<file path="config.mk">
export PLATFORM = sky130hd
export DESIGN_NAME = lod_pipe
export DESIGN_NICKNAME = d
export VERILOG_FILES = /design/src/rtl/lod_pipe.sv
export SDC_FILE = /design/constraint.sdc
export NUM_CORES = 1
export LEC_CHECK = 0
export ABC_AREA = 1
export BUFFER_PORTS_ARGS = -buffer_cell sky130_fd_sc_hd__buf_4
export CAP_MARGIN = 15
export CORE_MARGIN = 4
export CORE_UTILIZATION = 50
export CTS_CLUSTER_SIZE = 20
export DETAILED_ROUTE_END_ITERATION = 12
export PLACE_DENSITY = 0.8
export SLEW_MARGIN = 10
export SYNTH_ARGS = -nofsm -noshare
export SYNTH_HDL_FRONTEND = slang
export SYNTH_SLANG_ARGS = --single-unit
</file>
<file path="constraint.sdc">
create_clock -name clk -period 1.7 [get_ports clk]
set_clock_uncertainty 0.1 [all_clocks]
set_input_delay 0.34 -clock clk [delete_from_list [all_inputs] [get_ports clk]]
set_output_delay 0.34 -clock clk [all_outputs]
set_load 0.05 [all_outputs]
</file>
<file path="src/rtl/lod_pipe.sv">
// Two-stage pipelined first-one detector (leading or trailing per word) with
// valid/ready flow control and a sideband tag carried alongside each result.

module lod_pipe_grp #(
   parameter  int GROUP = 4,
   localparam int LW    = $clog2(GROUP)
) (
   input  logic [GROUP-1:0] grp_i,
   input  logic             mode_i,
   output logic             nz_o,
   output logic [LW-1:0]    loc_o
);

   // Later hits overwrite earlier ones: ascending scan keeps the highest bit,
   // descending scan keeps the lowest.
   always_comb begin
      loc_o = '0;
      for (int j = 0; j < GROUP; j++) begin
         if (!mode_i && grp_i[j])           loc_o = LW'(j);
         if (mode_i && grp_i[GROUP-1-j])    loc_o = LW'(GROUP-1-j);
      end
   end

   assign nz_o = |grp_i;

endmodule

module lod_pipe #(
   parameter  int WIDTH = 16,
   parameter  int GROUP = 4,
   parameter  int TAG_W = 1,
   localparam int OW    = $clog2(WIDTH+1),
   localparam int NG    = WIDTH/GROUP,
   localparam int LW    = $clog2(GROUP)
) (
   input  logic             clk,
   input  logic             rst,
   input  logic             in_valid,
   output logic             in_ready,
   input  logic [WIDTH-1:0] in_data,
   input  logic             in_mode,
   input  logic [TAG_W-1:0] in_tag,
   output logic             out_valid,
   input  logic             out_ready,
   output logic [OW-1:0]    out_pos,
   output logic             out_zero,
   output logic [TAG_W-1:0] out_tag
);

   logic                   s1_valid_q, s2_valid_q;
   logic                   s1_mode_q;
   logic [TAG_W-1:0]       s1_tag_q, s2_tag_q;
   logic [NG-1:0]          nz_d, nz_q;
   logic [NG-1:0][LW-1:0]  loc_d, loc_q;
   logic [OW-1:0]          pos_d, pos_q;
   logic                   zero_d, zero_q;
   logic                   s1_adv, s2_adv;

   assign s2_adv   = !s2_valid_q || out_ready;
   assign s1_adv   = !s1_valid_q || s2_adv;
   assign in_ready = s1_adv;

   for (genvar g = 0; g < NG; g++) begin : g_grp
      lod_pipe_grp #(.GROUP(GROUP)) u_grp (
         .grp_i  (in_data[g*GROUP +: GROUP]),
         .mode_i (in_mode),
         .nz_o   (nz_d[g]),
         .loc_o  (loc_d[g])
      );
   end

   // Mode 0 lets every later group overwrite (highest wins); mode 1 keeps
   // only the first non-empty group. Sum is formed at OW bits so WIDTH fits.
   always_comb begin
      pos_d  = '0;
      zero_d = 1'b1;
      for (int g = 0; g < NG; g++) begin
         if (nz_q[g] && (!s1_mode_q || zero_d)) begin
            pos_d  = OW'(g*GROUP) + OW'(loc_q[g]) + OW'(1);
            zero_d = 1'b0;
         end
      end
   end

   always_ff @(posedge clk or posedge rst) begin
      if (rst) begin
         s1_valid_q <= 1'b0;
         s1_mode_q  <= 1'b0;
         s1_tag_q   <= '0;
         nz_q       <= '0;
         loc_q      <= '0;
         s2_valid_q <= 1'b0;
         pos_q      <= '0;
         zero_q     <= 1'b0;
         s2_tag_q   <= '0;
      end else begin
         if (s1_adv) begin
            s1_valid_q <= in_valid;
            if (in_valid) begin
               s1_mode_q <= in_mode;
               s1_tag_q  <= in_tag;
               nz_q      <= nz_d;
               loc_q     <= loc_d;
            end
         end
         if (s2_adv) begin
            s2_valid_q <= s1_valid_q;
            if (s1_valid_q) begin
               pos_q    <= pos_d;
               zero_q   <= zero_d;
               s2_tag_q <= s1_tag_q;
            end
         end
      end
   end

   assign out_valid = s2_valid_q;
   assign out_pos   = pos_q;
   assign out_zero  = zero_q;
   assign out_tag   = s2_tag_q;

endmodule
</file>
## Yosys cells after proc, flatten, opt, wreduce, memory -nomap -nowiden

Cells that the tools add are included.
Widths: inputs -> output; s select.

- Register bits after elaboration: 23
- Input bits: 22
- Output and inout bits: 9
- Logic and storage cells: 101

- Add/subtract/negate cells: 7
- Muxes and demuxes: 36
- Reduce and logical (&&, ||, !) cells: 46

Operators by type and width:

| kind | count |
|---|---|
| $mux 2 | 28 |
| $logic_and 1x1->1 | 31 |
| $mux 5 | 4 |
| $reduce_or 4->1 | 4 |
| $add 4x2->5 const A | 2 |
| $add 5x1->5 const B | 2 |
| $add 4x1->5 const B | 1 |
| $logic_or 1x1->1 | 5 |
| $add 3x2->4 const A | 1 |
| $logic_not 1->1 | 4 |
| $mux 1 | 4 |
| $reduce_and 2->1 | 2 |
| $add 2x1->3 const B | 1 |

## Depth between registers and ports, before layout

- Depth after elaboration: 10
- Depth in mapped cells: 11
- Depth with buffers taken out: 11

## Cells and area by module

A second synthesis with hierarchy kept.

- Cell total of the unflattened synthesis: 175
- Area, all modules: 1,377.6 sq um

Modules (own cells, without submodules):

| module | instances | cells an instance | area an instance (sq um) | seq. area each (sq um) |
|---|---|---|---|---|
| lod_pipe | 1 | 119 | 1,137.3 | 575.6 |
| lod_pipe_grp | 4 | 14 | 60.1 | 0.0 |

## Worst setup path after synthesis

OpenSTA, ideal clock, no wires.

- Kind: register -> register
- From: register s2_valid_q (netlist: out_valid)
- To: register nz_q[3]
- Library setup time: 131 ps
- Arrival time: 1,700 ps
- Data required time: 1,469 ps
- Setup slack: -232 ps
- Cell stages (with the launch flop): 7
- Buffers on the path: 1
- Clock period less this slack: 1,932 ps
- Path through: dfrtp_1 -> nand3_2 -> nand2_4 -> inv_1 -> buf_2 -> nor2_1 -> a21oi_1

- Longest elaborated chain between the ends: 4

RTL lines:

| what | line | source |
|---|---|---|
| from (decl) | 50 | `logic s1_valid_q, s2_valid_q;` |
| from (signal assigned) | 107 | `s2_valid_q <= s1_valid_q;` |
| $logic_not 1->1 | 59 | `assign s2_adv = !s2_valid_q \|\| out_ready;` |
| $logic_or 1x1->1 | 59 |  |
| $logic_or 1x1->1 | 60 | `assign s1_adv = !s1_valid_q \|\| s2_adv;` |
| via in_ready | 39 | `output logic in_ready,` |
| $reduce_and 2->1 (no source line) | - |  |
| to (signal assigned) | 102 | `nz_q <= nz_d;` |
| to (decl) | 53 | `logic [NG-1:0] nz_d, nz_q;` |

The timed path passes the listed nets, and every way through them passes these cells.
A chain may end at the register's enable or synchronous reset.

## Worst setup path after layout

- From: register s2_valid_q (netlist: out_valid)
- To: output in_ready

- Longest elaborated chain between the ends: 3

RTL lines:

| what | line |
|---|---|
| $logic_not 1->1 | 59 |
| $logic_or 1x1->1 | 59 |
| $logic_or 1x1->1 | 60 |
| to (decl) | 39 |

No other way between the ends.

==> impl_metrics.yaml <==
outcome:
  status: "complete, no violations"
flow_run:
  cap_violations: 0
global_route:
  met2_usage_pct: 36.0
  grt_usage_pct: 18.6
  grt_pass1_vias: 1151
  antenna_found_initial: 0
  grt_use_met3_pct: 4.82
  grt-ovfl-total: 0
  grt_pass1_wl_um: 4930
  met1_usage_pct: 20.7
  grt_max_degree: 24
  grt_busiest_layer: "met2"
clock_network:
  cts_sinks: 23
  clk_latency_ns: 0.32
  clock-root-buffer: "clkbuf_4"
  clock_path_buffers: 2
  clk_pin_slew_ns: 0.13
  tritoncts: "built"
  ctsHtreeMaxLevel: 1
  cts_setup_buffers: 0
  cts_buffers: 3
routing:
  routedWlPerCell_um: 13.0
  drcViolationCount: 0
  drtIter0Drc: 35
  firstDrtPassIters: 4
  drtAntennaViolNets: 0
  via_count: 1194
  wl_um: 2920
  viasPerCell: 5.33
timing:
  max_freq_mhz: 648
  period_minus_slack_ns: 1.54
  hold_ws_ns: 0.109
  fin_tns_setup_ns: 0
  final_hold_viol_count: 0
  tightest_slew_ns: 0.366
  timing.final.crit_share_pct: 90.8
  rsz0062_at_grt: "no"
  drv_slew: 0
  setup_viol: 0
  maxSlewHeadroom_pct: 75.5
  fin_ws_ns: 0.156
place:
  routabilityCongestion: 0.789
  pre_cts_ws_ns: 0.172
  dp.final_hpwl_um: 2280
  port_buffers: 30
critical_path:
  worst_setup_path_end_kind: "primary output"
  criticalPathCategory: "reg -> out"
  critPathMaxFanout: 4
  path_cells: "nand3_4, buf_4"
  arrival_ns: 1.10
  crit_family: "flip-flops"
  startpoint_type: "flop"
  cp_slowest_cell: "dfrtp_2"
  path_buf_inv: 1
  cpPeakStageDelay_ns: 0.48
  worst_ep_required_time_ns: 1.26
floorplan:
  core_area_um2: 2320
  die_x_um: 58.4
  io_pins: 31
  fp.dieH_um: 58.4
  initial_core_util_pct: 54.7
  dieArea_um2: 3400
  rows: 17
power:
  power_density_nw_per_um2: 1050
  p_leak_nw: 0.816
  ir_drop_v: 0.000766
synth:
  synth.most_common_cell: "nand2_1"
  synth_top_area_share_pct: 45.4
  netlist_instances: 162
  ys.flop_type: "dfrtp_1"
  syn-num-nets: 188
  synth_commonest_cells: "47 x nand2_1, 23 x dfrtp_1, 17 x nor2_1"
  seq_area_frac_synth_pct: 45.4
  synth-seq-cells: 23
  synth_area_leaders: "dfrtp_1 45%, nand2_1 14%, o21ai_0 6.3%"
  yosysTopAreaCell: "dfrtp_1"
  syn_area_um2: 1270
  yosysWarningCount: 0
  synth_edf_count: 0
  synth-async-reset-ratio_pct: 100
  ys_types: 24
  postSynthAreaPerCell_um2: 7.82
layout:
  fin_nets: 223
  area_growth_pct: 24.2
  diodes: 0
  drive_above_1_share_pct: 24.0
hold_path:
  holdCritPathClass: "in -> reg"
[state kept, by name, summed over array words and instances, names as in the netlist]
name and cells:
out_pos 5, out_tag 1, out_valid 1, nz_q 4, out_zero 1, s1_mode_q 1
loc_q 8, s1_tag_q 1, s1_valid_q 1
[worst min-delay path: stages]
cell	delay, ns
buf_4	0.08
nand2_1	0.04
nand2_1	0.05
[final timing paths]
path                                start    endpoint  slack [ns]  depth (start not counted)
max in group asynchronous             rst   out_valid        0.76                          4
worst min register to register    out_tag     out_tag        0.40                          2
min in group asynchronous             rst  s1_valid_q        0.50                          4
worst max register to register    nz_q[0]  out_pos[1]        0.22                          6
worst max-delay path            out_valid    in_ready        0.16                          2
worst min-delay path               in_tag    s1_tag_q        0.11                          3
[cells in the final DEF, fill, tap and decap left out]
cell	count
or2_0	1
nand3_2	1
clkbuf_4	3
a21oi_4	1
dfrtp_2	1
o22ai_1	3
o21ai_1	3
clkinv_2	1
a22o_1	3
nor3_1	3
a21oi_1	4
ha_1	4
o21ai_0	16
inv_2	1
nor2_1	17
a31oi_1	3
dlygate4sd3_1	1
nand3_4	1
nand3b_1	1
o21bai_1	1
nand2_2	3
dfrtp_1	22
nand2_1	47
o31ai_1	1
or2_2	1
inv_1	15
nand3_1	4
buf_4	32
nand2_4	2
[power breakdown]
group	switching, mW	total, mW	internal, mW
clock	0.174	0.262	0.0881
combinational	0.437	0.670	0.234
sequential	0.0718	0.715	0.644
[area by class of cell]
type / instances / area, um^2
Clock buffer: 3 / 22.5
Sequential cell: 23 / 577
Clock inverter: 1 / 5.00
Inverter: 16 / 60.1
Tap cell: 28 / 35.0
Multi-Input combinational cell: 120 / 624
Fill cell: 207 / 744
Timing Repair Buffer: 33 / 250
[metal layers]
metal	vias up	part of all wire, %
met2	34	52
met5	-	0
met4	0	1.1
met1	557	41
li1	599	-
met3	4	5.2
[cells by family after synthesis]
logic type | count (synthesis) | synth area share (%)
compound gates | 35 | 16.6
fa+ha+maj | 4 | 3.95
buf+inv | 19 | 5.92
flops | 23 | 45.4
simple gates | 81 | 28.1
[what timing repair did]
item                      4_1_cts  5_1_grt
hold buffers                    1        0
hold endpoints to repair       23        0
gates resized for setup         0        0
[per-stage QoR]
stage | utilization, % | cell area (um^2) | std cells | total power [mW]
3_5_place_dp | 66.3 | 1540 | 219 | 1.40
4_1_cts | 67.9 | 1570 | 224 | 1.66
3_3_place_gp | 66.3 | 1540 | 219 | 1.37
6_report | 67.9 | 1570 | 224 | 1.65
2_1_floorplan | - | 1280 | 162 | 1.18
5_1_grt | 67.9 | 1570 | 224 | 1.75
Power figures use the tool's default switching activity.
